### config.mk
export PLATFORM = sky130hd
export DESIGN_NAME = uart_tx_arbiter
export DESIGN_NICKNAME = d
export VERILOG_FILES = /design/src/rtl/uart_pkg.sv /design/src/rtl/uart_rr_pick.sv /design/src/rtl/uart_tx_arbiter.sv
export SDC_FILE = /design/constraint.sdc
export NUM_CORES = 1
export LEC_CHECK = 0
export CELL_PAD_IN_SITES_DETAIL_PLACEMENT = 1
export CELL_PAD_IN_SITES_GLOBAL_PLACEMENT = 1
export CORE_MARGIN = 1.5
export CORE_UTILIZATION = 30
export DETAILED_ROUTE_END_ITERATION = 6
export HOLD_SLACK_MARGIN = 0.08
export PLACE_DENSITY_LB_ADDON = 0.2
export SLEW_MARGIN = 20
export SYNTH_ARGS = -nofsm -noshare
export SYNTH_HDL_FRONTEND = slang
export SYNTH_SLANG_ARGS = --single-unit
### constraint.sdc
create_clock -name clk -period 2.32 [get_ports clk]
set_clock_uncertainty 0.2 [all_clocks]
set_input_delay 0.464 -clock clk [delete_from_list [all_inputs] [get_ports clk]]
set_output_delay 0.464 -clock clk [all_outputs]
set_load 0.005 [all_outputs]
### src/rtl/uart_pkg.sv
// Shared types and widths for the UART transmit arbiter.
package uart_pkg;

  typedef enum logic {IDLE, SEND} arb_state_t;

  localparam int unsigned BYTE_W      = 8;
  localparam int unsigned BURST_CNT_W = 8;
  localparam int unsigned IDLE_CNT_W  = 16;

endpackage

### src/rtl/uart_rr_pick.sv
// Combinational round-robin picker: first set request strictly above `last`, wrapping around.
module uart_rr_pick #(
  parameter  int unsigned N     = 4,
  localparam int unsigned IDX_W = (N > 1) ? $clog2(N) : 1
) (
  input  logic [N-1:0]     req,
  input  logic [IDX_W-1:0] last,
  output logic [N-1:0]     pick,
  output logic [IDX_W-1:0] idx,
  output logic             any
);

  logic [2*N-1:0] dbl;
  logic [2*N-1:0] masked;

  // The upper copy of the doubled vector supplies the wrap-around candidates.
  always_comb begin
    dbl = {req, req};
    for (int unsigned i = 0; i < 2*N; i++) begin
      masked[i] = dbl[i] && (i > 32'(last));
    end
    any = |req;
    idx = '0;
    for (int unsigned i = 2*N; i > 0; i--) begin
      if (masked[i-1]) begin
        idx = IDX_W'((i - 1) % N);
      end
    end
    pick      = '0;
    pick[idx] = any;
  end

endmodule

### src/rtl/uart_tx_arbiter.sv
// Round-robin, packet-granular sharing of one UART transmit shift register
// between NUM_REQ byte-stream requesters.
module uart_tx_arbiter
  import uart_pkg::*;
#(
  parameter int unsigned NUM_REQ      = 4,
  parameter int unsigned MAX_BURST    = 16,
  parameter int unsigned IDLE_TIMEOUT = 1000
) (
  input  logic                      clk,
  input  logic                      rst,
  input  logic [NUM_REQ-1:0]        req_valid,
  input  logic [NUM_REQ*BYTE_W-1:0] req_data,
  input  logic [NUM_REQ-1:0]        req_last,
  output logic [NUM_REQ-1:0]        req_ready,
  output logic [BYTE_W-1:0]         tx_data,
  output logic                      tx_valid,
  input  logic                      tx_ready,
  output logic [NUM_REQ-1:0]        grant,
  output logic                      busy,
  output logic                      abort
);

  localparam int unsigned IDX_W = (NUM_REQ > 1) ? $clog2(NUM_REQ) : 1;
  localparam logic [BURST_CNT_W-1:0] BURST_LIM = BURST_CNT_W'(MAX_BURST - 1);
  localparam logic [IDLE_CNT_W-1:0]  IDLE_LIM  = IDLE_CNT_W'(IDLE_TIMEOUT - 1);

  arb_state_t             state, state_nxt;
  logic [NUM_REQ-1:0]     grant_nxt;
  logic [IDX_W-1:0]       gidx, gidx_nxt;
  logic [IDX_W-1:0]       last_grant, last_grant_nxt;
  logic [BURST_CNT_W-1:0] burst_cnt, burst_nxt;
  logic [IDLE_CNT_W-1:0]  idle_cnt, idle_nxt;
  logic                   timeout_rel;

  logic [NUM_REQ-1:0]     pick_onehot;
  logic [IDX_W-1:0]       pick_idx;
  logic                   pick_any;

  uart_rr_pick #(.N(NUM_REQ)) u_pick (
    .req  (req_valid),
    .last (last_grant),
    .pick (pick_onehot),
    .idx  (pick_idx),
    .any  (pick_any)
  );

  always_ff @(posedge clk) begin
    if (rst) begin
      state      <= IDLE;
      grant      <= '0;
      gidx       <= '0;
      last_grant <= IDX_W'(NUM_REQ - 1);
      burst_cnt  <= '0;
      idle_cnt   <= '0;
    end else begin
      state      <= state_nxt;
      grant      <= grant_nxt;
      gidx       <= gidx_nxt;
      last_grant <= last_grant_nxt;
      burst_cnt  <= burst_nxt;
      idle_cnt   <= idle_nxt;
    end
  end

  always_comb begin
    state_nxt      = state;
    grant_nxt      = grant;
    gidx_nxt       = gidx;
    last_grant_nxt = last_grant;
    burst_nxt      = burst_cnt;
    idle_nxt       = idle_cnt;
    timeout_rel    = 1'b0;
    req_ready      = '0;
    tx_valid       = 1'b0;
    tx_data        = '0;
    busy           = 1'b0;

    case (state)
      IDLE: begin
        if (pick_any) begin
          state_nxt = SEND;
          grant_nxt = pick_onehot;
          gidx_nxt  = pick_idx;
          burst_nxt = '0;
          idle_nxt  = '0;
        end
      end
      SEND: begin
        busy            = 1'b1;
        tx_valid        = req_valid[gidx];
        tx_data         = req_data[BYTE_W*int'(gidx) +: BYTE_W];
        req_ready[gidx] = tx_ready;
        if (req_valid[gidx] && tx_ready) begin
          burst_nxt = burst_cnt + BURST_CNT_W'(1);
          idle_nxt  = '0;
          if (req_last[gidx] || burst_cnt == BURST_LIM) begin
            state_nxt      = IDLE;
            grant_nxt      = '0;
            last_grant_nxt = gidx;
          end
        end else if (!req_valid[gidx]) begin
          // A stalled shift register (valid high, tx_ready low) never ages the grant.
          if (idle_cnt == IDLE_LIM) begin
            timeout_rel    = 1'b1;
            state_nxt      = IDLE;
            grant_nxt      = '0;
            last_grant_nxt = gidx;
          end else begin
            idle_nxt = idle_cnt + IDLE_CNT_W'(1);
          end
        end
      end
      default: state_nxt = IDLE;
    endcase
  end

  assign abort = timeout_rel && !rst;

endmodule

# Word level (Yosys, flattened, before mapping)
# Index checks and enable logic that the tools add are counted.
# W data, S select, Z words.
# word_totals
inputBits	43
reg_bits	33
# classes
n_reduce_logical	16
add_sub_neg	2
order_cmp	7
muxes	47
bitwise_logic	3
n_shift	1
eq_ne	10
# ops
operator	count
$mux W16	4
$pmux W16 S2	1
$shiftx A32 B6 Y8	1
$mux W4	6
$mux W8	3
$mux W2	11
$add A16 B1 Y16 const B	1
$eq A16 B10 Y1 const B	1
$pmux W8 S2	1
$mux W1	15
$add A8 B1 Y8 const B	1
$and A4 B4 Y4	2
$eq A8 B4 Y1 const B	1
$pmux W4 S2	1
$reduce_and A4 Y1	2
$logic_and A1 B1 Y1	7
$lt A2 B3 Y1 const B	2
$ne A2 B1 Y1 const B	3
$ne A3 B2 Y1 const B	2
$bmux W1 S2	2
$demux W1 S2	2
$ge A2 B1 Y1 const B	2
$gt A2 B2 Y1 const A	2
$reduce_and A2 Y1	2
11 further kinds	11

# Logic depth before layout (Yosys ltp)
# Gate-level depths: netlist (run 1).
# logic_depth
ltp_word	14
ltp_mapped	8

# Hierarchy
# From an unflattened synthesis (run 1), not the netlist that was laid out.
# unflattened
hier_cells	269
hier_area_um2	2296.0
# modules_own_cells
mod	cells_per_inst	area_each_um2	n_inst	seq_area_each_um2
uart_tx_arbiter	239	2098.3	1	660.6
uart_rr_pick	30	197.7	1	0.0

# Worst setup path after synthesis (run 1)
# Ideal clock, no wire load.
# synth_path
path_kind	register to register
startpoint	reg idle_cnt[4]
endpoint	reg idle_cnt[0]
slack_ns	-0.119
required_ns	1.977
path_stages_with_launch	8
path_buffers	2
arrival_time_ns	2.096
setup_ns	0.143
path_cell_list	dfxtp_1 -> or4_1 -> or4_4 -> o31ai_4 -> buf_6 -> buf_12 -> xor2_2 -> nor2_1
# synth_between
elab_chain_cells	3
# synth_lines
item	line	rtl
from (decl)	uart_tx_arbiter.sv:33	logic [IDLE_CNT_W-1:0] idle_cnt, idle_nxt;
from (signal assigned)	uart_tx_arbiter.sv:62	idle_cnt <= idle_nxt;
$eq A16 B10 Y1	uart_tx_arbiter.sv:104	if (idle_cnt == IDLE_LIM) begin
$ne A3 B3 Y1 (no source line)	-	
$reduce_and A3 Y1 (no source line)	-	
# No other way between the ends.
# A chain may end at the register's enable or synchronous reset.

# Final worst setup path (run 1)
# layout_path
startpoint	reg idle_cnt[15]
endpoint	out abort
# layout_between
elab_chain_cells	6
# layout_lines
item	line	rtl
$eq A16 B10 Y1	uart_tx_arbiter.sv:104	
$mux W1	uart_tx_arbiter.sv:104	
$mux W1	uart_tx_arbiter.sv:102	end else if (!req_valid[gidx]) begin
$mux W1	uart_tx_arbiter.sv:94	if (req_valid[gidx] && tx_ready) begin
$mux W1	uart_tx_arbiter.sv:79	case (state)
$logic_and A1 B1 Y1	uart_tx_arbiter.sv:118	assign abort = timeout_rel && !rst;
to (decl)	uart_tx_arbiter.sv:21	output logic abort
# No other way between the ends.

==> run_results.csv, run 1 <==
group,metric,value,unit
sta,max_slew_margin,0.6798,
sta,tightest_slew,0.4766,ns
clocking,cts.htree.levels,2,
synthesis,synthArstFlopShare,0,
synthesis,synth-simple-area-share,0.3008,
place,io_buffers,61,
clocking,cts_root_buf,"clkbuf_8",
layout,final_area,3473,um2
die,row_count,30,
synthesis,synth-xor-area-share,0.007729,
synthesis,netlist.area_leader.share,0.3139,
synthesis,synth_top_cell_by_area,"dfxtp_1",
layout,drive_above_1_share,0.3767,
layout,syn2layout_area_growth,65.04,%
worst_setup_path,path_class,"flip-flop to output port",
synthesis,yosys.area_share.adder,0.01189,
die,num_io_pins,62,
worst_setup_path,cp_max_fo,2,
sta,finalHoldViolCount,0,
place,numPlacedInstances,442,
clocking,clk_path_buf_depth,2,
power_and_ir_drop,peakVddDrop,0.2088,mV
run_status,violations,"negative setup slack",
synthesis,synth_enable_flop_cells,0,
synthesis,syn-num-nets,295,
layout,final_util,0.5112,
sta,worst_slack,-0.4220,ns
sta,maxSlewViolCount,0,
worst_setup_path,crit_path_end_kind,"output port",
die,die_h,86.76,um
run_status,status,"finished, violations left",
sta,rsz0062_at_grt,"yes",
detailed_routing,post_drt_wl_per_cell,16.84,um
layout,multiInputGateArea,1468,um2
clocking,cts_made_buffers,5,
global_route,overflow,0,
die,core_area,6794,um2
synthesis,synth_most_common_cell,"dfxtp_1",
sta,fin_crit,2.742,ns
detailed_routing,dr_total_vias,2362,
power_and_ir_drop,powerDensity,446.1,nW/um2
layout,fin_nets,413,
synthesis,synth_top_family_by_area,"simple AND/OR/NAND/NOR gates",
clocking,path_clk_slew,0.07,ns
global_route,grt_max_degree,28,
die,fp.dieW,86.76,um
layout,regArea,668.1,um2
synthesis,synthFlopType,"dfxtp_1",
power_and_ir_drop,power.leakage,1.413,nW
global_route,antenna_found_initial,0,
detailed_routing,wl,7.829,mm
sta,setup_viol,25,
synthesis,avgSynthCellArea,8.418,um2
detailed_routing,drt_iter0_markers,84,
layout,layoutNonFillerInstCount,465,
die,dieArea,7526,um2
die,start_util,0.3098,
synthesis,ys_ff_latch,33,
synthesis,synthCells,250,
place,place_area,3131,um2
synthesis,ys_top_cells_by_area,"dfxtp_1 (31%), mux4_2 (11%), a21oi_1 (5.2%)",
hold_path,hp-class,"flip-flop to flip-flop",
layout,diodes,0,
global_route,grt_pass1_wl,12.50,mm
synthesis,muxShareOfSynthArea,0.1320,
worst_setup_path,crit_arrival,2.08,ns
synthesis,synth_commonest_cells,"dfxtp_1 (33), nor2_1 (27), nand2_1 (24)",
synthesis,netlist_area,2105,um2
sta,post-route-period-util,1.182,
detailed_routing,via_per_inst,5.080,
synthesis,synth.distinct_cells,47,
synthesis,synth_compound_gate_area_share,0.1902,
detailed_routing,drt-pass1-iter-count,4,
worst_setup_path,crit_required,1.66,ns
job,cap_viol_max_count,0,
worst_setup_path,start_kind,"flip-flop",
clocking,clock_latency,0.28,ns
synthesis,ys_seq_area_frac,0.3139,
clocking,clock-sinks,33,
place,place_congestion,0.7904,
detailed_routing,ant_nets,0,
layout,fillers,798,
synthesis,yosysWarnings,0,
detailed_routing,drc_errors,0,
clocking,cts_tree,"done",
sta,max_freq,364.7,MHz
place,hpwl,5.584,mm
global_route,grt_usage,0.2129,
global_route,grt_pass1_vias,2510,
[state kept, by name, indices dropped and copies added (netlist names)]
register	cells
burst_cnt	8
gidx	2
grant	4
idle_cnt	16
last_grant	2
state	1
[final timing paths]
kind / start / endpoint / slack [ns] / depth (start not counted)
setup / recovery: idle_cnt[15] / abort / -0.42 / 4
hold / removal: grant[2] / grant[2] / 0.26 / 2
setup reg to reg: idle_cnt[15] / idle_cnt[11] / -0.37 / 9
hold reg to reg: grant[2] / grant[2] / 0.26 / 2
[per-stage QoR]
step	setup WS [ns]	hold WS (ns)	setup TNS, ns	total power, mW
CTS	-0.5649	0.2814	-4.721	1.532
finish	-0.4220	0.2615	-5.875	1.550
global placement	-0.7231	0.2687	-17.66	0.9968
detailed placement	-0.7937	0.2676	-19.15	1.007
global route	-0.4756	0.2903	-7.278	1.628
floorplan	-0.04611	0.2317	-0.08045	0.7899
[repair_timing]
action | in CTS | in global routing
setup buffers | 11 | 6
setup endpoints to repair | 41 | 33
hold buffers | 0 | 0
pin swaps | 14 | 7
gates resized for setup | 83 | 25
[cells by family (layout without fill, tap and decap cells)]
kind of cell | after synthesis | in the layout
AOI/OAI and AO/OA | 62 | 62
xor gates and xnor gates | 1 | 1
adders and majority gates | 2 | 2
buffers and inverters | 17 | 136
DFF | 33 | 33
muxes | 15 | 15
and+or+nand+nor | 120 | 120
[layer usage]
layer	vias up	GRT usage	routed length (um)
met4	0	0.04692	113
met2	28	0.3991	4256
met5	-	0	0
met3	11	0.02952	130
li1	1157	-	-
met1	1166	0.2563	3327
[area by class of cell]
class | instances | share of cell area
Sequential cell | 33 | 0.1924
Timing Repair Buffer | 125 | 0.3181
Inverter | 3 | 0.003242
Tap cell | 96 | 0.03458
Multi-Input combinational cell | 200 | 0.4226
Clock inverter | 1 | 0.001441
Clock buffer | 7 | 0.02774
[worst max-delay path, stage by stage, from the launching register on]
cell     delay, ns
dfxtp_2       0.32
or4_4         0.53
or4_4         0.47
nor4_4        0.30
buf_2         0.18
[cells in the final DEF (no fill, tap or decap), drive strengths merged, types with 5 or more instances in the layout]
cell type and instances:
or4 7, nor3 5, nor2 28, and2 12, clkbuf 7, dfxtp 33
o21ai 17, clkdlybuf4s50 39, nand2 24, buf 74, mux4 10, nand3 11
a21oi 24, or3 5, dlygate4sd2 5
[power breakdown]
part | leakage (nW) | switching, mW | total (mW) | internal (mW)
logic | 1.09 | 0.200 | 0.471 | 0.271
registers | 0.270 | 0.0125 | 0.594 | 0.581
clock network | 0.0542 | 0.217 | 0.485 | 0.268
No activity file was read; power rests on OpenSTA's default activity.
==> inputs of run 2 (changes only) <==
- SKIP_CTS_REPAIR_TIMING: default -> 1
==> run_results.csv, run 2 (synthesis gave the netlist of run 1 again) <==
group,metric,value,unit
hold_path,min_to,"grant[2]",
layout,syn2layout_area_growth,64.63,%
place,hpwl,5.584,mm
power_and_ir_drop,peakVddDrop,0.2040,mV
hold_path,hold_start,"grant[2]",
sta,rsz0062_at_grt,"yes",
detailed_routing,ant_nets,0,
layout,largest_register_ffs,16,
clocking,clock-sinks,33,
worst_setup_path,path_class,"flip-flop to output port",
layout,fin_nets,409,
place,place_congestion,0.7904,
sta,fin_crit,2.888,ns
worst_setup_path,crit_path_end_kind,"output port",
layout,top_register,"idle_cnt",
detailed_routing,dr_total_vias,2344,
clocking,clk_path_buf_depth,2,
die,core_area,6794,um2
layout,mostFrequentLayoutCell,"buf_4",
clocking,clock_latency,0.29,ns
die,num_io_pins,62,
place,io_buffers,61,
sta,tns,-5.602,ns
hold_path,hp-class,"flip-flop to flip-flop",
die,row_count,30,
clocking,cts_made_buffers,5,
power_and_ir_drop,power_frac_comb,0.297,
detailed_routing,via_per_inst,5.085,
sta,max_slew_margin,0.6329,
global_route,grt_pass1_vias,2401,
worst_setup_path,crit_required,1.66,ns
global_route,gr-usage-met1,0.2416,
sta,worst_slack,-0.5684,ns
sta,maxSlewViolCount,0,
global_route,use_met2,0.3551,
global_route,overflow,0,
clocking,cts_tree,"done",
die,fp.dieW,86.76,um
place,numPlacedInstances,442,
global_route,grt_max_degree,28,
layout,largest_registers,"idle_cnt: 16 flops, burst_cnt: 8 flops, grant: 4 flops",
power_and_ir_drop,powerDensity,442.6,nW/um2
detailed_routing,drt_iter0_markers,78,
power_and_ir_drop,seq_power_share,0.386,
power_and_ir_drop,clockPowerShare,0.317,
detailed_routing,wl,7.603,mm
worst_setup_path,worstReg2RegStart,"idle_cnt[15]",
job,cap_viol_max_count,0,
sta,max_freq,346.2,MHz
clocking,cts.htree.levels,2,
sta,post-route-period-util,1.245,
power_and_ir_drop,p_switching,0.4205,mW
layout,fillers,796,
worst_setup_path,crit_arrival,2.22,ns
global_route,grt.busiest_layer,"met2",
run_status,violations,"negative setup slack",
power_and_ir_drop,p_sw_frac,0.2742,
global_route,antenna_found_initial,0,
detailed_routing,drc_errors,0,
sta,tightest_slew,0.5469,ns
power_and_ir_drop,p_int,1.113,mW
sta,setup_viol,25,
detailed_routing,drt-pass1-iter-count,4,
global_route,grtUsageMet3,0.03333,
clocking,cts_root_buf,"clkbuf_8",
global_route,grt_usage,0.1989,
global_route,grt_pass1_wl,11.63,mm
run_status,status,"finished, violations left",
worst_setup_path,start_kind,"flip-flop",
worst_setup_path,rrSetupSlack,-0.36,ns
power_and_ir_drop,power.leakage,1.487,nW
clocking,path_clk_slew,0.07,ns
worst_setup_path,r2r_end,"idle_cnt[4]",
detailed_routing,post_drt_wl_per_cell,16.49,um
layout,drive_above_1_share,0.3452,
die,dieArea,7526,um2
worst_setup_path,r2r_cells,9,
worst_setup_path,cp_max_fo,2,
die,start_util,0.3098,
die,die_h,86.76,um
layout,layoutNonFillerInstCount,461,
hold_path,hold_depth,2,
sta,finalHoldViolCount,0,
layout,diodes,0,
layout,final_cell_mix,"buf_4 (50), clkdlybuf4s50_1 (40), nor2_1 (27), dfxtp_1 (27), nand2_1 (23)",
[run 2: cell count changes in the layout (fill, tap and decap cells not counted), sizes merged]
cell           previous run  this run
buf                      74        62
clkbuf                    7        12
clkdlybuf4s15             4         0
clkdlybuf4s50            39        40
dlygate4sd2               5         0
dlymetal6s2s              3        14
[run 2: routing by layer]
metal / routed length [um] / part of all wire
met1: 3255 / 0.43
met2: 4027 / 0.53
met3: 182 / 0.024
met4: 137 / 0.018
met5: 0 / 0
[run 2: worst max path at each step]
stage | start | end | slack, ns | cells after the start
finish | idle_cnt[15] | abort | -0.57 | 5
global route | idle_cnt[15] | abort | -0.59 | 5
floorplan | idle_cnt[2] | idle_cnt[4] | -0.05 | 7
detailed placement | req_valid[3] | idle_cnt[7] | -0.79 | 8
global placement | req_valid[3] | abort | -0.72 | 5
CTS | idle_cnt[4] | abort | -0.90 | 5
[run 2: per-stage QoR]
| stage | hold slack [ns] | cell area [um2] | setup WS, ns | utilization | power, mW |
|---|---|---|---|---|---|
| 5_1_grt | 0.2901 | 3465 | -0.5916 | 0.5099 | 1.610 |
| 2_1_floorplan | 0.2317 | 2112 | -0.04611 | - | 0.7899 |
| 3_5_place_dp | 0.2676 | 3131 | -0.7937 | 0.4608 | 1.007 |
| 6_report | 0.2614 | 3465 | -0.5684 | 0.5099 | 1.534 |
| 3_3_place_gp | 0.2687 | 3131 | -0.7231 | 0.4608 | 0.9968 |
| 4_1_cts | 0.2770 | 3232 | -0.8998 | 0.4757 | 1.493 |
[run 2: worst max-delay path, cell delays in order, from the launching register on]
cell and delay (ns):
dfxtp_2 0.33, or4_4 0.52, or4_4 0.58, nor4_4 0.26, buf_4 0.17, buf_6 0.08
[run 2: power groups by stage]
stage,Combinational (mW),Sequential [mW],Clock (mW)
6_report,0.456,0.591,0.486
5_1_grt,0.489,0.593,0.528
4_1_cts,0.404,0.591,0.498
3_5_place_dp,0.402,0.604,0
3_3_place_gp,0.393,0.604,0
2_1_floorplan,0.188,0.602,0
[run 2: cell type report]
type	instances	area [um2]	share of cell area
Sequential cell	33	673.1	0.1943
Multi-Input combinational cell	200	1430	0.4128
Timing Repair Buffer	121	1129	0.3257
Clock inverter	1	5.005	0.001445
Clock buffer	7	96.34	0.02781
Tap cell	96	120.1	0.03467
Inverter	3	11.26	0.003250
==> inputs of run 3 (changes only) <==
- CORE_ASPECT_RATIO: default -> 1.75
- MAX_ROUTING_LAYER: default -> met4
==> run_results.csv, run 3 (synthesis gave the netlist of run 1 again) <==
group,metric,value,unit
run_status,status,"finished, violations left",
run_status,violations,"negative setup slack",
clocking,path_clk_slew,0.06,ns
layout,drive_above_1_share,0.3747,
worst_setup_path,crit_arrival,2.56,ns
layout,final_util,0.5180,
global_route,grt_max_degree,28,
clocking,cts_tree,"done",
place,place_congestion,0.7963,
layout,largest_register_ffs,16,
hold_path,hp-class,"flip-flop to flip-flop",
layout,final_cell_mix,"clkdlybuf4s50_1 (43), buf_4 (41), nor2_1 (27), dfxtp_1 (27), nand2_1 (22)",
power_and_ir_drop,peakVddDrop,0.4730,mV
detailed_routing,wl,7.832,mm
sta,maxSlewViolCount,0,
worst_setup_path,crit_path_end_kind,"flip-flop",
sta,finalHoldViolCount,0,
layout,syn2layout_area_growth,67.54,%
detailed_routing,drc_errors,0,
sta,fin_crit,2.573,ns
detailed_routing,dr_total_vias,2374,
job,cap_viol_max_count,0,
sta,rsz0062_at_grt,"yes",
die,core_area,6807,um2
sta,post-route-period-util,1.109,
sta,max_slew_margin,0.7772,
layout,mostFrequentLayoutCell,"clkdlybuf4s50_1",
power_and_ir_drop,p_int,1.236,mW
layout,largest_registers,"idle_cnt: 16 flops, burst_cnt: 8 flops, grant: 4 flops",
sta,max_freq,388.6,MHz
global_route,grt.busiest_layer,"met2",
worst_setup_path,path_class,"flip-flop to flip-flop",
sta,tightest_slew,0.3327,ns
clocking,cts.htree.levels,2,
die,dieArea,7547,um2
place,io_buffers,61,
clocking,cts_made_buffers,5,
layout,fillers,807,
worst_setup_path,start_kind,"flip-flop",
die,num_io_pins,62,
global_route,use_met2,0.4393,
worst_setup_path,cp_max_fo,5,
place,hpwl,6.176,mm
die,die_h,113.8,um
detailed_routing,drt_iter0_markers,62,
worst_setup_path,rrSetupSlack,-0.25,ns
detailed_routing,via_per_inst,5.311,
power_and_ir_drop,p_switching,0.4643,mW
power_and_ir_drop,power_frac_comb,0.265,
place,place_area,3148,um2
clocking,clock_latency,0.29,ns
layout,top_register,"idle_cnt",
power_and_ir_drop,seq_power_share,0.351,
layout,diodes,0,
die,row_count,40,
clocking,clk_path_buf_depth,2,
die,start_util,0.3092,
layout,fin_nets,407,
global_route,grtUsageMet3,0.04635,
detailed_routing,post_drt_wl_per_cell,17.52,um
power_and_ir_drop,powerDensity,482.3,nW/um2
global_route,grt_usage,0.2192,
global_route,gr-usage-met1,0.1824,
global_route,overflow,0,
global_route,grt_pass1_vias,2485,
sta,setup_viol,17,
global_route,antenna_found_initial,0,
detailed_routing,ant_nets,0,
global_route,grt_pass1_wl,12.10,mm
power_and_ir_drop,clockPowerShare,0.384,
clocking,clock-sinks,33,
detailed_routing,drt-pass1-iter-count,4,
worst_setup_path,crit_required,2.30,ns
clocking,cts_root_buf,"clkbuf_16",
power_and_ir_drop,p_sw_frac,0.2730,
die,fp.dieW,66.32,um
power_and_ir_drop,power.leakage,1.475,nW
layout,final_area,3526,um2
sta,worst_slack,-0.2534,ns
-- run 3: power groups by stage --
stage               logic (mW)  clock network (mW)  registers [mW]
global placement         0.400                   0           0.607
floorplan                0.188                   0           0.602
finish                   0.451               0.653           0.597
global route             0.485               0.692           0.598
detailed placement       0.411                   0           0.608
CTS                      0.413               0.675           0.596
-- run 3: area by class of cell --
cell class	instances	area, um2	area share
clock buffer	5	125.1	0.03549
tap	84	105.1	0.02981
sequential	33	673.1	0.1909
timing repair buffer	119	1124	0.3187
inverter	3	11.26	0.003194
multi-input combinational	200	1470	0.4170
clock inverter	3	17.52	0.004968
-- run 3: path summary, 6_finish.rpt --
| kind | start | cells after the start | to |
|---|---|---|---|
| max | idle_cnt[4] | 10 | idle_cnt[4] |
| max reg2reg | idle_cnt[4] | 10 | idle_cnt[4] |
| min | grant[2] | 2 | grant[2] |
| min reg2reg | grant[2] | 2 | grant[2] |
-- run 3: metal layers --
metal  vias up  wire length, um
met4         0              212
met2        61             4724
met3        17              366
met1      1154             2528
met5         -                0
li1       1142                -
-- run 3: critical path: stages (launching register included) --
cell	delay (ns)
dfxtp_2	0.33
or4_1	0.52
or4_4	0.45
buf_6	0.14
o31ai_4	0.17
buf_6	0.16
buf_6	0.10
buf_6	0.12
buf_6	0.10
nor2_2	0.02
o21a_1	0.15
-- run 3: per-stage QoR --
step / hold WS (ns) / power [mW] / setup slack [ns] / cells / setup TNS [ns]
finish: 0.2631 / 1.701 / -0.2534 / 447 / -2.449
floorplan: 0.2317 / 0.7899 / -0.04611 / 250 / -0.08045
detailed placement: 0.2699 / 1.019 / -0.5590 / 431 / -14.64
CTS: 0.2778 / 1.683 / -0.6986 / 439 / -8.876
global route: 0.2806 / 1.775 / -0.3147 / 447 / -3.484
global placement: 0.2675 / 1.007 / -0.5849 / 431 / -13.05
==> RTL edit 1: new RTL, settings of run 2 <==
Reset style: asynchronous (`rst`), changed in one clocked block.
--- a/src/rtl/uart_tx_arbiter.sv
+++ b/src/rtl/uart_tx_arbiter.sv
@@ -45,7 +45,7 @@
     .any  (pick_any)
   );
 
-  always_ff @(posedge clk) begin
+  always_ff @(posedge clk or posedge rst) begin
     if (rst) begin
       state      <= IDLE;
       grant      <= '0;
Behaviour: differs if rst is asserted again (counterexample within 4 cycles, from zero or initial values and one cycle with rst high); with rst held inactive, the same outputs for 10 cycles.
==> RTL edit 1 against run 2 <==
The run still ends with negative setup slack left; area after synthesis grew 3.7%; critical path type unchanged; sequential cell count is the same; die area grew 3.6%; worst hold slack gained 0.027 ns; cell area grew 4.2%; core utilization grew 1.3 points; routed wire length shrank 0.42%; worst setup slack gained 0.37 ns.
Power is not compared: it rests on default switching activity, and its combinational part moved more than twofold at a synthesized area within 25%.
==> RTL edit 1: results (changes against run 2) <==
The run finished, with violations left. The final reports fail on negative setup slack. The number of nets in the layout was 398 (-2.7%). The cell with the largest stage delay on the worst path is mux4_2. The launch point of the worst reg-to-reg path is gidx[0]. The largest net degree at the start of global routing came to 34 (+21%). The sequential-to-total area share from yosys stat is 0.380 (+0.0657). The first-pass GRT wire length came to 11,800 um (+1.4%). The worst flop-to-flop path endpoint is idle_cnt[4].

The delay contributed by the slowest stage of the critical path came out at 0.50 ns (-0.08 ns). The largest buffer count on any clock path is 2 (unchanged). The async set-reset flop share out of synthesis came to 1.00 (+1.00).

The number of synthesis warnings came out at 0 (unchanged). The end point of the worst hold path is burst_cnt[7]. The worst-case setup margin in the final layout came out at -0.201 ns (+0.367 ns).

The number of detailed-routing iterations run before antenna repair came out at 4 (unchanged). The initial antenna violation count came to 0 (unchanged). For the worst-skew pair, the clock arrives at the later sink with an insertion delay of ~0.28 ns. Summed over all cells, the static leakage comes to ~1.6 nW. The placed wire-length estimate after detailed placement came to 5380 um (-3.7%). The count of fill cells added during filler insertion is 826 (+3.8%). The via total after detailed routing is 2,331 (-0.55%). The H-tree depth reported by CTS is 2 (unchanged). The overall global routing resource usage is 0.194 (-0.00439). The largest registers in the layout are idle_cnt: 16 flops, burst_cnt: 8 flops, grant: 4 flops. The count of different cell masters after synthesis is 44 (-6.4%). The largest vdd supply drop is slightly above 500 uV. The number of DRC violations after detailed-routing iteration 0 came out at 56 (-28%). The number of buffer cells added on primary ports is 61 (unchanged). The depth of the most critical reg-to-reg path came to 10 (+1). The internal power of the cells is around 2.2 mW. The worst hold path begins at burst_cnt[7]. The clock-pin slew on the worst setup and hold paths is 0.07 ns (about the same). The setup slack of the worst register-to-register path is -0.09 ns (+0.27 ns).

Among cell families on the critical path, the largest total delay comes from multiplexers. The min-delay analysis places its worst path in the category reg -> reg. The count of cells along the worst hold path was 1 (-1).

The number of antenna cells inserted came out at 0 (unchanged). Sorting the synthesized cells by how often they occur yields dfrtp_1 (31), nand2_1 (24), o21ai_0 (20). The total negative slack came out at -1.53 ns (+4.07 ns). The clock buffer count from CTS came to 5 (unchanged). The ratio of cells with drive above 1 in the final layout is 0.377 (+0.0316). The weighted congestion reported at the end of routability-driven placement came out at 0.793 (+0.33%). The slew at the pin closest to its max-slew limit is 0.440 ns (-0.107 ns). After synthesis, the cell types taking the most area are dfrtp_1 (36%), mux4_2 (10%), o21ai_0 (4.6%).

The critical path data arrival time was 1.86 ns (-0.36 ns). The post-synth net total came out at 277 (-6.1%). The peak fanout along the critical path was 6 (+4). Compared with the post-synthesis result, the final layout area differs by 65.4%. In this run the clock root is driven by a clkbuf_8. The setup-violating endpoint count in the final report came to 20 (-20%). The most used flip-flop cell after synthesis is dfrtp_1. The total routed wirelength came to 7570 um (-0.42%).
==> RTL edit 1: cell count changes in the layout (fill, tap and decap cells not counted), moves of 5 or more <==
cell / delta
and2_4: +5
o21ai_1: +10
dlymetal6s2s_1: -10
nor2_1: -13
dfrtp_1: +29
clkdlybuf4s50_1: +7
o31ai_1: +7
dfxtp_1: -27
buf_6: +8
a21oi_1: -16
==> RTL edit 1: area by class of cell <==
type / count / share of cell area
clock buffers: 7 / 0.0239
inverters: 6 / 0.00624
multi-input cells: 186 / 0.401
flip-flops and latches: 33 / 0.230
well taps: 96 / 0.0333
repair buffers: 121 / 0.305
==> RTL edit 1: kinds of logic (layout without fill, tap and decap cells) <==
group | count (synthesis) | after routing | synth area share
AO/OA/AOI/OAI | 67 | 70 | 0.202
AND/OR/NAND/NOR | 99 | 99 | 0.235
buffers and inverters | 16 | 134 | 0.0407
adder cells (fa/ha/maj) | 2 | 2 | 0.0115
multiplexers | 15 | 15 | 0.131
flip-flops | 33 | 33 | 0.380
==> RTL edit 1: worst reg2reg max path: stages (launching register included) <==
cell	delay, ns
dfrtp_2	0.47
buf_6	0.15
buf_6	0.11
buf_6	0.10
mux4_2	0.32
buf_6	0.16
a22oi_2	0.25
buf_4	0.17
nand2_1	0.04
mux2_2	0.27
o21ai_2	0.10
==> RTL edit 1: power by group through the flow <==
| stage | Sequential [mW] | Combinational, mW | Clock (mW) |
|---|---|---|---|
| after floorplan | 0.782 | 0.927 | 0 |
| after global placement | 0.799 | 1.71 | 0 |
| after detailed placement | 0.805 | 1.75 | 0 |
| after CTS | 0.797 | 1.76 | 0.456 |
| after global routing | 0.823 | 2.40 | 0.482 |
| final | 0.801 | 2.22 | 0.444 |
==> RTL edit 1: worst max-delay path by stage <==
stage	startpoint	end	slack, ns	cells after the start
CTS	req_valid[2]	abort	-0.50	6
floorplan	idle_cnt[0]	abort	0.27	5
detailed placement	req_valid[2]	abort	-0.50	6
global route	gidx[0]	tx_data[5]	-0.26	6
finish	gidx[0]	tx_data[5]	-0.20	6
global placement	req_valid[2]	abort	-0.45	6
==> RTL edit 1: stage by stage <==
stage	hold WS, ns	std cells	setup slack, ns	instance area (um2)	power, mW
6_report	0.289	449	-0.201	3610	3.47
5_1_grt	0.309	449	-0.263	3610	3.70
4_1_cts	0.296	432	-0.503	3280	3.01
3_5_place_dp	0.275	425	-0.498	3190	2.55
3_3_place_gp	0.280	425	-0.448	3190	2.51
2_1_floorplan	0.249	232	0.274	2180	1.71
==> RTL edit 1: metal layers <==
layer / wire length (um) / track usage / vias up
li1: - / - / 1114
met5: 0 / 0 / -
met4: 64 / 0.0298 / 0
met3: 183 / 0.0354 / 8
met2: 3970 / 0.331 / 28
met1: 3350 / 0.264 / 1181
==> RTL edit 2: new RTL, flow settings as in run 2 <==
Made on the original files. The package constant `IDLE_CNT_W` goes from 16 to 18.
--- a/src/rtl/uart_pkg.sv
+++ b/src/rtl/uart_pkg.sv
@@ -5,7 +5,7 @@
 
   localparam int unsigned BYTE_W      = 8;
   localparam int unsigned BURST_CNT_W = 8;
-  localparam int unsigned IDLE_CNT_W  = 16;
+  localparam int unsigned IDLE_CNT_W  = 18;
 
 endpackage
 
Formal check against the unedited RTL: same outputs for any inputs over 10 cycles, from zero or initial values and one cycle with rst high; that may be too few to reach the edited logic, so the function may still have changed.
==> RTL edit 2 against run 2 <==
The run still ends with negative setup slack left; routed wire length increased by 7.5%; non-clock buffer count rose by 3; sequential cell count increased by 2; global-route usage fell by 0.80 points; sequential share of layout area down 0.70 points; worst hold slack gained 0.028 ns; cell area rose by 9.3%; first-iteration DRC count shrank 5.1%; sequential power grew 7.3%; worst setup slack better by 0.37 ns; total power increased by 5.6%; area after synthesis increased by 11%; critical path type unchanged; largest power group unchanged.
==> RTL edit 2: results (changes against run 2) <==
The ratio of cells with drive above 1 in the final layout is 0.343 (-0.00227). The initial antenna violation count is 0 (unchanged). The global routing met3 resource utilization was 0.0352 (+0.00184). The slew at the pin closest to its max-slew limit is 0.432 ns (-0.115 ns). The post-synth net total is 312 (+5.8%). The area after detailed placement came to 3420 um2 (+9.2%). The total negative slack came out at -0.205 ns (+5.40 ns). The clock buffer count from CTS came to 5 (unchanged).

The routed length on met2 came out at 4000 um (-0.60%). The sequential-to-total area share from yosys stat came out at 0.301 (-0.0133). The via count of the first global-routing pass is 2,634 (+9.7%).

The static leakage came out at 1.59 nW (+7.2%). The cell count after placement is 468 (+5.9%). The met1 routing resource usage after global routing is 0.238 (-0.00394). The placed wire-length estimate after detailed placement is 6090 um (+9.0%). The largest buffer count on any clock path came out at 2 (unchanged). The number of detailed-routing iterations run before antenna repair was 4 (unchanged). The first-pass GRT wire length is 12,800 um (+10%). The async set-reset flop share out of synthesis came out at 0 (unchanged).

The number of synthesis warnings is 0 (unchanged). The largest net degree at the start of global routing came out at 35 (+25%). The number of nets with antenna violations after routing came out at 0 (unchanged). The peak fanout along the critical path came out at 2 (unchanged). The overall global routing resource usage was 0.191 (-0.00797). Among all flip-flop cells after synthesis, the most frequent one is dfxtp_1. The number of nets in the layout came out at 426 (+4.2%). The number of antenna cells inserted is 0 (unchanged). The instance count of the mapped netlist came out at 267 (+6.8%). The flow ran to the end, but the final reports show violations.

The delay contributed by the slowest stage of the critical path came out at 0.55 ns (-0.03 ns). The critical path data arrival time is 1.85 ns (-0.37 ns). The H-tree depth reported by CTS is 2 (unchanged). The met2 track demand over resource in global routing came out at 0.338 (-0.0174). On the critical path, the stage with the largest delay is an instance of or4_4. The number of DRC violations after detailed-routing iteration 0 was 74 (-5.1%). The wire length on met3 is 347 um (+91%). After clock tree synthesis, the clock-pin slew on the worst setup and hold paths is approximately 0.08 ns. The checks that failed: negative setup slack. The setup-violating endpoint count in the final report came to 2 (-92%). The via total after detailed routing came to 2,547 (+8.7%). The top routing layer in use is met4. In this run the clock root is driven by a clkbuf_8.

In the final layout, the registers with the most flip-flops are idle_cnt: 18 flops, burst_cnt: 8 flops, grant: 4 flops. The type of the worst min-delay path is reg -> reg. The category of cells accounting for the largest share of critical-path delay is simple AND/OR/NAND/NOR gates. Ranked by instance count, the synthesized netlist is headed by dfxtp_1 (35), nand2_1 (24), a21oi_1 (18). The weighted congestion reported at the end of routability-driven placement is 0.791 (about the same).

The worst-case setup margin in the final layout was -0.199 ns (+0.370 ns). The sum of routed wire segments on met1 is 3710 um (+14%). After synthesis, the cell types taking the most area are dfxtp_1 (30%), mux4_2 (9.7%), a21oi_1 (3.9%). The largest vdd supply drop came to 221 uV (+8.2%). The routed length per instance is 17.0 um (+3.0%). The count of different cell masters after synthesis is 54 (+15%). The number of buffer cells added on primary ports is 61 (unchanged). The worst-skew pair later-pin latency came to 0.29 ns (about the same).

The number of cells in the finished layout apart from fillers came out at 481 (+4.3%).
[RTL edit 2: cells by family after synthesis]
family                   share of synthesized area
multiplexers                                 0.145
buffers and inverters                       0.0440
adder cells (fa/ha/maj)                     0.0107
XOR/XNOR                                    0.0113
flip-flops                                   0.301
AO/OA/AOI/OAI                                0.198
AND/OR/NAND/NOR                              0.290
[RTL edit 2: path summary, 6_finish.rpt]
path / slack (ns) / depth (start not counted) / from / end
max: -0.20 / 5 / idle_cnt[17] / abort
min reg2reg: 0.29 / 2 / grant[3] / grant[3]
min: 0.29 / 2 / grant[3] / grant[3]
max reg2reg: -0.01 / 5 / gidx[1] / idle_cnt[10]
[RTL edit 2: through the flow]
step,util,hold slack (ns),setup slack (ns)
2_1_floorplan,-,0.237,0.0485
3_3_place_gp,0.464,0.271,-0.696
3_5_place_dp,0.464,0.281,-0.709
4_1_cts,0.475,0.293,-0.746
5_1_grt,0.514,0.338,-0.281
6_report,0.514,0.289,-0.199
[RTL edit 2: where the power goes]
part           switching, mW  leakage (nW)  total [mW]  internal, mW
Combinational          0.233          1.27       0.531         0.298
Sequential            0.0180         0.286       0.634         0.616
Clock                  0.243        0.0412       0.454         0.210
[RTL edit 2: area by class of cell]
cell class                      instances  area [um2]
Tap cell                               99         124
Clock buffer                            6        72.6
Multi-Input combinational cell        210        1710
Inverter                                5        18.8
Fill cell                             851        3580
Sequential cell                        35         709
Clock inverter                          2        12.5
Timing Repair Buffer                  124        1140
[RTL edit 2: tightest hold or removal path, delay by kind of cell, from the launching register on]
family / cells / cell delay [ns]
DFF: 1 / 0.31
AOI/OAI and AO/OA: 1 / 0.06
and+or+nand+nor: 1 / 0.08
